--- src/rtl/div_pkg.sv ---
// Shared definitions for the RV32M iterative divider: op encodings, FSM states
// and small op-decoding helpers.
package div_pkg;

    localparam logic [1:0] OP_DIV  = 2'b00;
    localparam logic [1:0] OP_DIVU = 2'b01;
    localparam logic [1:0] OP_REM  = 2'b10;
    localparam logic [1:0] OP_REMU = 2'b11;

    typedef enum logic [1:0] {
        IDLE = 2'b00,
        ABS  = 2'b01,
        CALC = 2'b10,
        FIX  = 2'b11
    } state_t;

    // funct3[0] clear means a signed operation (DIV/REM).
    function automatic logic op_is_signed(input logic [1:0] op);
        return ~op[0];
    endfunction

    // funct3[1] set selects the remainder (REM/REMU).
    function automatic logic op_is_rem(input logic [1:0] op);
        return op[1];
    endfunction

endpackage

--- src/rtl/twos_neg.sv ---
// Combinational two's-complement negation; wraps modulo 2^N.
module twos_neg #(
    parameter int N = 32
) (
    input  logic [N-1:0] din,
    output logic [N-1:0] dout
);

    assign dout = ~din + 1'b1;

endmodule

--- src/rtl/div_unit.sv ---
// RV32M DIV/DIVU/REM/REMU: sign-magnitude conversion around a restoring
// divider that retires one quotient bit per clock; fixed 34-clock latency.
module div_unit
    import div_pkg::*;
#(
    parameter int N     = 32,
    parameter int CNT_W = 5
) (
    input  logic         clk,
    input  logic         rst,
    input  logic         start,
    input  logic [1:0]   op,
    input  logic [N-1:0] dividend,
    input  logic [N-1:0] divisor,
    output logic         busy,
    output logic         done,
    output logic [N-1:0] result
);

    state_t           state_q, state_d;
    logic [1:0]       op_q, op_d;
    logic [N-1:0]     q_q, q_d;
    logic [N-1:0]     b_q, b_d;
    logic [N-1:0]     r_q, r_d;
    logic [CNT_W-1:0] cnt_q, cnt_d;
    logic             qsign_q, qsign_d;
    logic             rsign_q, rsign_d;
    logic             div0_q, div0_d;
    logic [N-1:0]     result_q, result_d;
    logic             done_q, done_d;

    logic [N-1:0]     q_neg, b_neg, r_neg;
    logic [N:0]       r_shift, r_sub;
    logic             op_signed;

    // q_q holds the raw dividend, then its magnitude, then the quotient, so one
    // negator serves both the operand magnitude and the quotient sign fix.
    twos_neg #(.N(N)) u_neg_q (.din(q_q), .dout(q_neg));
    twos_neg #(.N(N)) u_neg_b (.din(b_q), .dout(b_neg));
    twos_neg #(.N(N)) u_neg_r (.din(r_q), .dout(r_neg));

    // One extra bit on the shifted remainder keeps divisors above 2^(N-1) exact.
    assign r_shift   = {r_q, q_q[N-1]};
    assign r_sub     = r_shift - {1'b0, b_q};
    assign op_signed = op_is_signed(op_q);

    always_comb begin
        state_d  = state_q;
        op_d     = op_q;
        q_d      = q_q;
        b_d      = b_q;
        r_d      = r_q;
        cnt_d    = cnt_q;
        qsign_d  = qsign_q;
        rsign_d  = rsign_q;
        div0_d   = div0_q;
        result_d = result_q;
        done_d   = 1'b0;

        case (state_q)
            IDLE: begin
                if (start) begin
                    op_d    = op;
                    q_d     = dividend;
                    b_d     = divisor;
                    state_d = ABS;
                end
            end
            ABS: begin
                if (op_signed && q_q[N-1]) q_d = q_neg;
                if (op_signed && b_q[N-1]) b_d = b_neg;
                qsign_d = op_signed && (q_q[N-1] ^ b_q[N-1]);
                rsign_d = op_signed && q_q[N-1];
                div0_d  = (b_q == '0);
                r_d     = '0;
                cnt_d   = '0;
                state_d = CALC;
            end
            CALC: begin
                if (!r_sub[N]) begin
                    r_d = r_sub[N-1:0];
                    q_d = {q_q[N-2:0], 1'b1};
                end else begin
                    r_d = r_shift[N-1:0];
                    q_d = {q_q[N-2:0], 1'b0};
                end
                cnt_d = cnt_q + 1'b1;
                if (cnt_q == CNT_W'(N - 1)) state_d = FIX;
            end
            FIX: begin
                // A zero divisor must leave the all-ones quotient un-negated.
                if (op_is_rem(op_q))
                    result_d = rsign_q ? r_neg : r_q;
                else
                    result_d = (qsign_q && !div0_q) ? q_neg : q_q;
                done_d  = 1'b1;
                state_d = IDLE;
            end
            default: state_d = IDLE;
        endcase
    end

    always_ff @(posedge clk) begin
        if (rst) begin
            state_q  <= IDLE;
            op_q     <= '0;
            q_q      <= '0;
            b_q      <= '0;
            r_q      <= '0;
            cnt_q    <= '0;
            qsign_q  <= 1'b0;
            rsign_q  <= 1'b0;
            div0_q   <= 1'b0;
            result_q <= '0;
            done_q   <= 1'b0;
        end else begin
            state_q  <= state_d;
            op_q     <= op_d;
            q_q      <= q_d;
            b_q      <= b_d;
            r_q      <= r_d;
            cnt_q    <= cnt_d;
            qsign_q  <= qsign_d;
            rsign_q  <= rsign_d;
            div0_q   <= div0_d;
            result_q <= result_d;
            done_q   <= done_d;
        end
    end

    assign busy   = (state_q != IDLE);
    assign done   = done_q;
    assign result = result_q;

endmodule
--- config.mk ---
export PLATFORM = sky130hd
export DESIGN_NAME = div_unit
export DESIGN_NICKNAME = d
export VERILOG_FILES = /design/src/rtl/div_pkg.sv /design/src/rtl/twos_neg.sv /design/src/rtl/div_unit.sv
export SDC_FILE = /design/constraint.sdc
export NUM_CORES = 1
export LEC_CHECK = 0
export BUFFER_PORTS_ARGS = -buffer_cell sky130_fd_sc_hd__clkbuf_2
export CORE_MARGIN = 5
export CORE_UTILIZATION = 50
export DETAILED_ROUTE_END_ITERATION = 8
export PLACE_DENSITY_LB_ADDON = 0.05
export SLEW_MARGIN = 20
export SYNTH_ARGS = -nofsm -noshare
export SYNTH_HDL_FRONTEND = slang
export SYNTH_SLANG_ARGS = --single-unit
--- constraint.sdc ---
create_clock -name clk -period 7.56 [get_ports clk]
set_input_delay 1.134 -clock clk [delete_from_list [all_inputs] [get_ports clk]]
set_output_delay 1.134 -clock clk [all_outputs]
set_load 0.02 [all_outputs]
# Word level (Yosys, flattened, before mapping)
# Index checks and enable logic that the tools add are counted.
# Widths: inputs -> output; s select.
[op_classes]
n_mux = 17
reduce_logical = 15
add_sub_neg = 5
eq_ne = 8
bitwise_logic = 5
[ops]
columns = ["operator", "count"]
rows = [
  ["$mux 32", 8],
  ["$pmux 32 s2", 2],
  ["$add 32x1->32 const B", 3],
  ["$not 32->32", 3],
  ["$pmux 32 s3", 1],
  ["$sub 33x32->33", 1],
  ["$logic_not 32->1", 1],
  ["$pmux 5 s2", 1],
  ["$ne 2x2->1 const B", 4],
  ["$pmux 2 s4", 1],
  ["$reduce_and 3->1", 2],
  ["$reduce_bool 2->1", 3],
  ["$add 5x1->5 const B", 1],
  ["$eq 5x5->1 const B", 1],
  ["$eq 2x2->1 const B", 2],
  ["$logic_and 1x1->1", 4],
  ["$mux 2", 2],
  ["$reduce_and 2->1", 2],
  ["$reduce_bool 3->1", 1],
  ["$eq 2x1->1 const B", 1],
  ["$logic_not 2->1", 1],
  ["$mux 1", 2],
  ["$logic_not 1->1", 1],
  ["$not 1->1", 1],
  ["$xor 1x1->1", 1],
]
[word_totals]
elab_cells = 61
in_bits = 69
out_inout_bits = 34
ff_bits = 141

# Depth between registers and ports, before layout
# Gate-level depths: netlist of run 1.
[logic_depth]
word_depth = 4
ltp_mapped = 13

# Cells and area by module
# Synthesis of run 1 repeated with hierarchy kept, for this count alone.
[unflattened]
cells_unflattened = 1393
area_unflattened_um2 = 11026.8
[by_module_without_submodules]
columns = ["module", "instances", "cells_per_inst", "area_each_um2"]
rows = [
  ["div_unit", 1, 1144, 9116.2],
  ["twos_neg", 3, 83, 636.9],
]

# Worst setup path before layout of run 1
# No wires, ideal clock.
[synth_path]
kind = "register to register"
from = "register b_q[9]"
to = "register r_q[25]"
path_slack_ns = 4.663
n_path_buf = 3
setup_time_ns = 0.125
required_ns = 7.435
stages_incl_launch_ff = 14
t_arrival_ns = 2.771
period_less_slack_ns = 2.897
path_cell_list = "dfxtp_1 -> inv_1 -> ha_1 -> clkbuf_1 -> a21oi_1 -> o21ai_1 -> a2111oi_2 -> a21oi_1 -> a2111o_1 -> and3_1 -> buf_4 -> buf_4 -> nand2_1 -> o21ai_0"
[synth_between]
elab_chain_cells = 3
[synth_lines]
columns = ["element", "line_no", "source"]
rows = [
  ["start: declaration", "div_unit.sv:23", "logic [N-1:0] b_q, b_d;"],
  ["start signal: assignment", "div_unit.sv:108", "b_q <= '0;"],
  ["start signal: assignment", "div_unit.sv:120", "b_q <= b_d;"],
  ["$sub 33x32->33", "div_unit.sv:44", "assign r_sub = r_shift - {1'b0, b_q};"],
  ["$mux 32", "div_unit.sv:80", "if (!r_sub[N]) begin"],
  ["$pmux 32 s2", "div_unit.sv:60", "case (state_q)"],
  ["end signal: assignment", "div_unit.sv:121", "r_q <= r_d;"],
  ["end: declaration", "div_unit.sv:24", "logic [N-1:0] r_q, r_d;"],
]
# No other way between the ends.
# A chain may end at the register's enable or synchronous reset.

# Final worst setup path of run 1
[layout_path]
from = "register q_q[31]"
to = "register r_q[15]"
[layout_between]
elab_chain_cells = 3
[layout_lines]
columns = ["element", "line_no", "source"]
rows = [
  ["start: declaration", "div_unit.sv:22", "logic [N-1:0] q_q, q_d;"],
  ["start signal: assignment", "div_unit.sv:119", "q_q <= q_d;"],
  ["$sub 33x32->33", "div_unit.sv:44", ""],
  ["$mux 32", "div_unit.sv:80", ""],
  ["$pmux 32 s2", "div_unit.sv:60", ""],
]
# No other way between the ends.

==> out/metrics.csv, run 1 <==
stage,metric,value,unit
yosys,Synth Area per Inst,7.382,um^2
critical_path,crit-path max cell delay,420,ps
pwr,sequential share of power,0.231,
global_routing,first-pass GRT wire length,50400,um
floorplanning,Std-Cell Rows,52,
hold_path,Hold Path Class,reg -> reg,
timing,min Tclk post-route,3734,ps
floorplanning,initial core utilization,0.5082,
run,max cap viols,0,
pwr,VDD IR max,0.2032,mV
timing,Clock Skew,12.27,ps
timing,Slew Limit Fails,0,
critical_path,Crit Path Class,reg -> reg,
detailed_routing,Post-route DRC,0,
pwr,switch share,0.5018,
clocking,setup repair bufs after CTS,0,
placed_design,Placed Area,10910,um^2
yosys,"EDFF count, synth",0,
cells_and_area,Final Core Density,0.5688,
yosys,"Seq/Total Area, Yosys",0.2745,
cells_and_area,share of post-route cells with drive strength above 1,0.1238,
timing,setup ws final,3826,ps
detailed_routing,drt pass-1 iters,5,
floorplanning,Boundary Pins,103,
timing,Worst Tran Pin Value,1048,ps
clocking,H-tree levels,4,
status,status,"finished, final reports clean",
yosys,Async SR Flop Fraction,0,
placed_design,dpl hpwl,22870,um
global_routing,total track usage,0.2589,
placed_design,dpl cells,1693,
critical_path,CP Data Required Time,7800,ps
global_routing,total congestion overflow,0,
yosys,Yosys cell types,77,
clocking,TritonCTS clock tree,yes,
clocking,Skew-Pair Late Insertion Delay,420,ps
pwr,P_leak,4.761,nW
yosys,Post-synth top flop,dfxtp_1,
timing,"Hold Vio Cnt, Final",0,
critical_path,critical path arrival,3980,ps
yosys,Ys Warns,0,
detailed_routing,DRT iter0 DRCs,708,
clocking,CTS max path bufs,2,
detailed_routing,"wirelength, routed",31330,um
floorplanning,core area,20230,um^2
clocking,CTS Hold Buffers Added,0,
global_routing,largest net degree at the start of global routing,55,
cells_and_area,area delta synth->final,11.92,%
detailed_routing,post-route ant nets,0,
critical_path,Startpoint Class,flop,
detailed_routing,Via-to-Cell Ratio,5.983,
placed_design,Port Buffers,102,
cells_and_area,cell area after layout,11510,um^2
cells_and_area,fin cells,1724,
yosys,synthesized instance count,1393,
critical_path,critical path cell sequence,"inv_1, ha_1, fa_1, nand2b_1, a21oi_1, o211ai_1, a21oi_1, a2111o_1, and3_1, buf_4, mux2i_1, o21ai_0",
cells_and_area,fin nets,1553,
timing,TNS Setup,0,ps
cells_and_area,fill count,2009,
clocking,cts repair resizes,0,
pwr,NetSw,2.507,mW
critical_path,"critical path fanouts, max",23,
pwr,share of power burned in combinational logic,0.595,
detailed_routing,via count,10310,
critical_path,crit path capture type,flop,
timing,fin crit share,0.4939,
clocking,clock sinks,141,
yosys,number of synthesized register bits,141,
timing,final hold slack,443.0,ps
timing,Max transition margin,0.3011,
timing,RSZ-0062 raised after global routing,false,
clocking,clock buffer count from CTS,17,
pwr,Power Density,434.1,nW/um^2
clocking,clock slew at reported path FFs,60,ps
yosys,Mapped Area,10280,um^2
critical_path,critical path's most frequent cell,a21oi_1,
placed_design,Final Wtd Congestion,0.9069,
timing,# setup viols final,0,
critical_path,Crit-path slowest cell,buf_4,
clocking,clk root buf,clkbuf_16,
detailed_routing,DR WL/cell,18.17,um
cells_and_area,number of diodes,0,
pwr,P_int,2.489,mW
floorplanning,Die W,153.4,um
pwr,clock network power share,0.175,
timing,fmax,267.8,MHz
global_routing,vias in the first global route,9375,
yosys,Syn Nets,1504,
floorplanning,Die Area,23530,um^2
floorplanning,die height,153.4,um
placed_design,post-place setup slack,3934,ps
global_routing,initial antenna violation count,0,
pwr,Tot Pwr,4.996,mW
## kinds of logic (layout without fill, tap and decap cells)
family,count (synthesis),after routing,share of synthesized area
AND/OR/NAND/NOR,530,530,0.2381
AO/OA/AOI/OAI,412,412,0.2680
buffers and inverters,140,201,0.05341
flip-flops,141,141,0.2745
adder cells (fa/ha/maj),42,42,0.05183
XOR/XNOR,87,87,0.07410
multiplexers,41,41,0.04003
## final cells by class
type | instances | area, um^2 | share of cell area
Multi-Input combinational cell | 1112 | 6920 | 0.6013
Sequential cell | 141 | 2823 | 0.2452
Timing Repair Buffer | 118 | 633.1 | 0.05501
Clock buffer | 21 | 460.4 | 0.04000
Tap cell | 270 | 337.8 | 0.02935
Inverter | 52 | 195.2 | 0.01696
Clock inverter | 10 | 140.1 | 0.01218
## flip-flops by register name, summed over array words and instances, names as in the netlist
signal and cells:
b_q 32, result 32, r_q 32, op_q 2
done 1, cnt_q 5, q_q 32, qsign_q 1
state_q 2, div0_q 1, rsign_q 1
## worst max-delay path: cells and delay by family, from the launching register on
kind	cells	cell delay [ps]
flops	1	410
simple gates	2	460
fa+ha+maj	2	640
compound gates	5	1230
mux	1	260
buf+inv	2	560
## worst paths after layout
path | start | end | slack [ps] | cells past startpoint
setup reg to reg | q_q[31]$_SDFFE_PP0P_ | r_q[15]$_SDFFE_PP0N_ | 3830 | 12
hold reg to reg | result[14]$_SDFFE_PP0P_ | result[14]$_SDFFE_PP0P_ | 440 | 2
hold / removal | result[14]$_SDFFE_PP0P_ | result[14]$_SDFFE_PP0P_ | 440 | 2
setup / recovery | q_q[31]$_SDFFE_PP0P_ | r_q[15]$_SDFFE_PP0N_ | 3830 | 12
## power groups by stage
stage	sequential, mW	clock, mW	combinational, mW
after floorplan	1.08	0	2.28
after detailed placement	1.16	0	2.93
after global routing	1.18	0.922	3.30
after global placement	1.16	0	2.92
after CTS	1.14	0.884	2.95
final	1.15	0.873	2.97
## cells in the mapped netlist (7+ instances only)
cell	count	area share
clkbuf_1	74	0.027
mux2i_1	40	0.039
xnor2_1	39	0.033
a211oi_1	14	0.010
or3_1	16	0.0097
inv_1	51	0.019
o21ai_0	102	0.050
and3_1	15	0.0091
nor3_1	35	0.017
o211ai_1	8	0.0058
a31oi_1	8	0.0049
a32oi_1	9	0.0077
nand2_1	182	0.066
a21oi_1	101	0.049
o311ai_0	17	0.014
nand4_1	10	0.0061
nor4_1	10	0.0061
nor2_1	159	0.058
xor2_1	48	0.041
nand2b_1	14	0.0085
a22oi_1	26	0.019
o31ai_1	20	0.015
a2111oi_0	7	0.0060
dfxtp_1	141	0.27
ha_1	41	0.050
a21o_1	21	0.015
a21boi_0	7	0.0051
nand3_1	46	0.022
## metal layers
metal | vias to the layer above | part of all wire | global-route usage
li1 | 5135 | - | -
met1 | 4838 | 0.48 | 0.3728
met2 | 316 | 0.46 | 0.4133
met3 | 25 | 0.050 | 0.03930
met4 | 0 | 0.012 | 0.05257
met5 | - | 0 | 0
## cells in the final DEF (no fill, tap or decap), drive strengths merged, types with 26 or more instances in the layout
cell type,count
nand3,46
xor2,48
dfxtp,141
a21oi,101
clkbuf,122
o21ai,107
nor3,37
nand2,182
ha,41
a22oi,26
xnor2,39
inv,51
nor2,160
mux2i,40
No activity file was read; power rests on OpenSTA's default activity.
==> run 2, diff against run 1 <==
==> constraint.sdc (replaced) <==
create_clock -name clk -period 3.7 [get_ports clk]
set_input_delay 0.555 -clock clk [delete_from_list [all_inputs] [get_ports clk]]
set_output_delay 0.555 -clock clk [all_outputs]
set_load 0.02 [all_outputs]
==> out/metrics.csv, run 2 (same netlist as run 1, synthesis figures left out) <==
stage,metric,value,unit,change
status,status,"finished, final reports clean",,
global_routing,total congestion overflow,0,,unchanged
cells_and_area,most frequent cells in the layout,"nand2_1 (182), nor2_1 (158), dfxtp_1 (141)",,
timing,fin crit share,0.8890,,+0.3951
timing,Slew Limit Fails,0,,unchanged
clocking,H-tree levels,4,,unchanged
clocking,CTS Hold Buffers Added,0,,unchanged
cells_and_area,number of diodes,0,,unchanged
floorplanning,die height,153.4,um,unchanged
detailed_routing,DRT iter0 DRCs,820,,+16%
floorplanning,Die Area,23530,um^2,unchanged
critical_path,Startpoint Class,flop,,
pwr,VDD IR max,0.4486,mV,+120%
timing,Max transition margin,0.3160,,+0.01482
global_routing,initial antenna violation count,1,,+1
global_routing,total track usage,0.2624,,+0.003536
detailed_routing,Post-route DRC,0,,unchanged
detailed_routing,"wirelength, routed",31820,um,+1.5%
run,max cap viols,0,,unchanged
critical_path,crit path capture type,flop,,
pwr,P_leak,4.821,nW,+1.3%
placed_design,Placed Area,11000,um^2,+0.85%
placed_design,Port Buffers,102,,unchanged
placed_design,post-place setup slack,395.9,ps,-3538 ps
global_routing,first-pass GRT wire length,51090,um,+1.4%
timing,TNS Setup,0,ps,unchanged
clocking,setup repair bufs after CTS,0,,unchanged
clocking,clock buffer count from CTS,17,,unchanged
detailed_routing,Via-to-Cell Ratio,5.992,,+0.16%
timing,RSZ-0062 raised after global routing,false,,
cells_and_area,fin nets,1564,,+0.71%
critical_path,critical path arrival,3550,ps,-430 ps
pwr,Power Density,890.4,nW/um^2,+110%
timing,# setup viols final,0,,unchanged
hold_path,Hold Startpoint,op[1],,
cells_and_area,fill count,1962,,-2.3%
critical_path,CP Data Required Time,3960,ps,-3840 ps
placed_design,dpl hpwl,23260,um,+1.7%
critical_path,"critical path fanouts, max",22,,-4.3%
clocking,clock sinks,141,,unchanged
floorplanning,initial core utilization,0.5082,,unchanged
global_routing,largest net degree at the start of global routing,56,,+1.8%
floorplanning,Boundary Pins,103,,unchanged
cells_and_area,FF+latch area,2823,um^2,unchanged
clocking,cts repair resizes,0,,unchanged
global_routing,vias in the first global route,9597,,+2.4%
timing,"Hold Vio Cnt, Final",0,,unchanged
clocking,CTS max path bufs,2,,unchanged
clocking,Skew-Pair Late Insertion Delay,420,ps,about the same
cells_and_area,"commonest non-fill, non-tap cell in the layout",nand2_1,,
clocking,clk root buf,clkbuf_16,,
floorplanning,core area,20230,um^2,unchanged
timing,Worst Tran Pin Value,1022,ps,-26.01 ps
hold_path,Hold Path Class,in -> reg,,
cells_and_area,share of post-route cells with drive strength above 1,0.1311,,+0.007351
timing,fmax,304.0,MHz,+14%
clocking,clock slew at reported path FFs,60,ps,about the same
floorplanning,Die W,153.4,um,unchanged
timing,setup ws final,410.7,ps,-3415 ps
detailed_routing,DR WL/cell,18.35,um,+0.96%
critical_path,Crit Path Class,reg -> reg,,
detailed_routing,post-route ant nets,0,,unchanged
cells_and_area,area delta synth->final,12.73,%,
timing,min Tclk post-route,3289,ps,-444.5 ps
timing,Clock Skew,9.700,ps,-2.572 ps
detailed_routing,via count,10390,,+0.74%
critical_path,CP startpoint,q_q[31]$_SDFFE_PP0P_,,
cells_and_area,Multi-input gate area,6922,um^2,about the same
detailed_routing,drt pass-1 iters,5,,unchanged
clocking,TritonCTS clock tree,yes,,
critical_path,Crit Reg-Reg Startpoint,q_q[31]$_SDFFE_PP0P_,,
floorplanning,Std-Cell Rows,52,,unchanged
cells_and_area,cell area after layout,11590,um^2,+0.72%
placed_design,Final Wtd Congestion,0.9077,,about the same
==> run 2: cell types whose count changed in the layout (fill, tap and decap cells not counted), sizes merged <==
cell / previous run / this run
buf: 17 / 28
clkbuf: 122 / 119
clkinvlp: 3 / 2
clkinv: 5 / 8
==> run 2: metrics by stage <==
stage               total power, mW  utilization  instances  hold WS (ps)
floorplan                     6.856            -       1393         440.2
global placement              8.415       0.5437       1704         430.7
detailed placement            8.468       0.5437       1704         433.9
CTS                           10.26       0.5727       1734         362.0
global route                  11.14       0.5729       1734         378.0
finish                        10.32       0.5729       1734         378.2
==> run 2: worst paths after layout <==
path                            slack (ps)  depth (start not counted)                      end
worst max register to register         410                         12      r_q[9]$_SDFFE_PP0N_
worst min register to register         440                          2  result[13]$_SDFFE_PP0P_
worst min-delay path                   380                          3     op_q[1]$_SDFFE_PP0P_
worst max-delay path                   410                         12      r_q[9]$_SDFFE_PP0N_
==> run 2: cell type report <==
class	count	area share
clock buffers	18	0.03788
multi-input cells	1112	0.5971
well taps	270	0.02914
clock inverters	12	0.01274
repair buffers	129	0.06282
flip-flops and latches	141	0.2435
inverters	52	0.01684
==> run 2: metal layers <==
layer  global-route usage  routed length, um  vias up
li1                     -                  -     5148
met1               0.3778              15100     4875
met2               0.4106              14230      323
met3              0.04326               1853       42
met4              0.06560                626        2
met5                    0                 13        -
==> run 2: critical path, cell delays in order, from the launching register on <==
cell      delay, ps
dfxtp_1         420
inv_1           130
ha_1            250
fa_1            400
nand2b_1        180
a21oi_1         290
o211ai_1        240
a21oi_2         280
a2111o_1        190
and3_1          220
buf_12          220
mux2i_1         200
o21ai_0         100
==> run 2: power by group <==
group / switching (mW) / total (mW) / leakage [nW] / internal [mW]
clock: 0.680 / 1.75 / 0.287 / 1.07
combinational: 4.02 / 6.20 / 3.39 / 2.18
sequential: 0.502 / 2.38 / 1.15 / 1.87
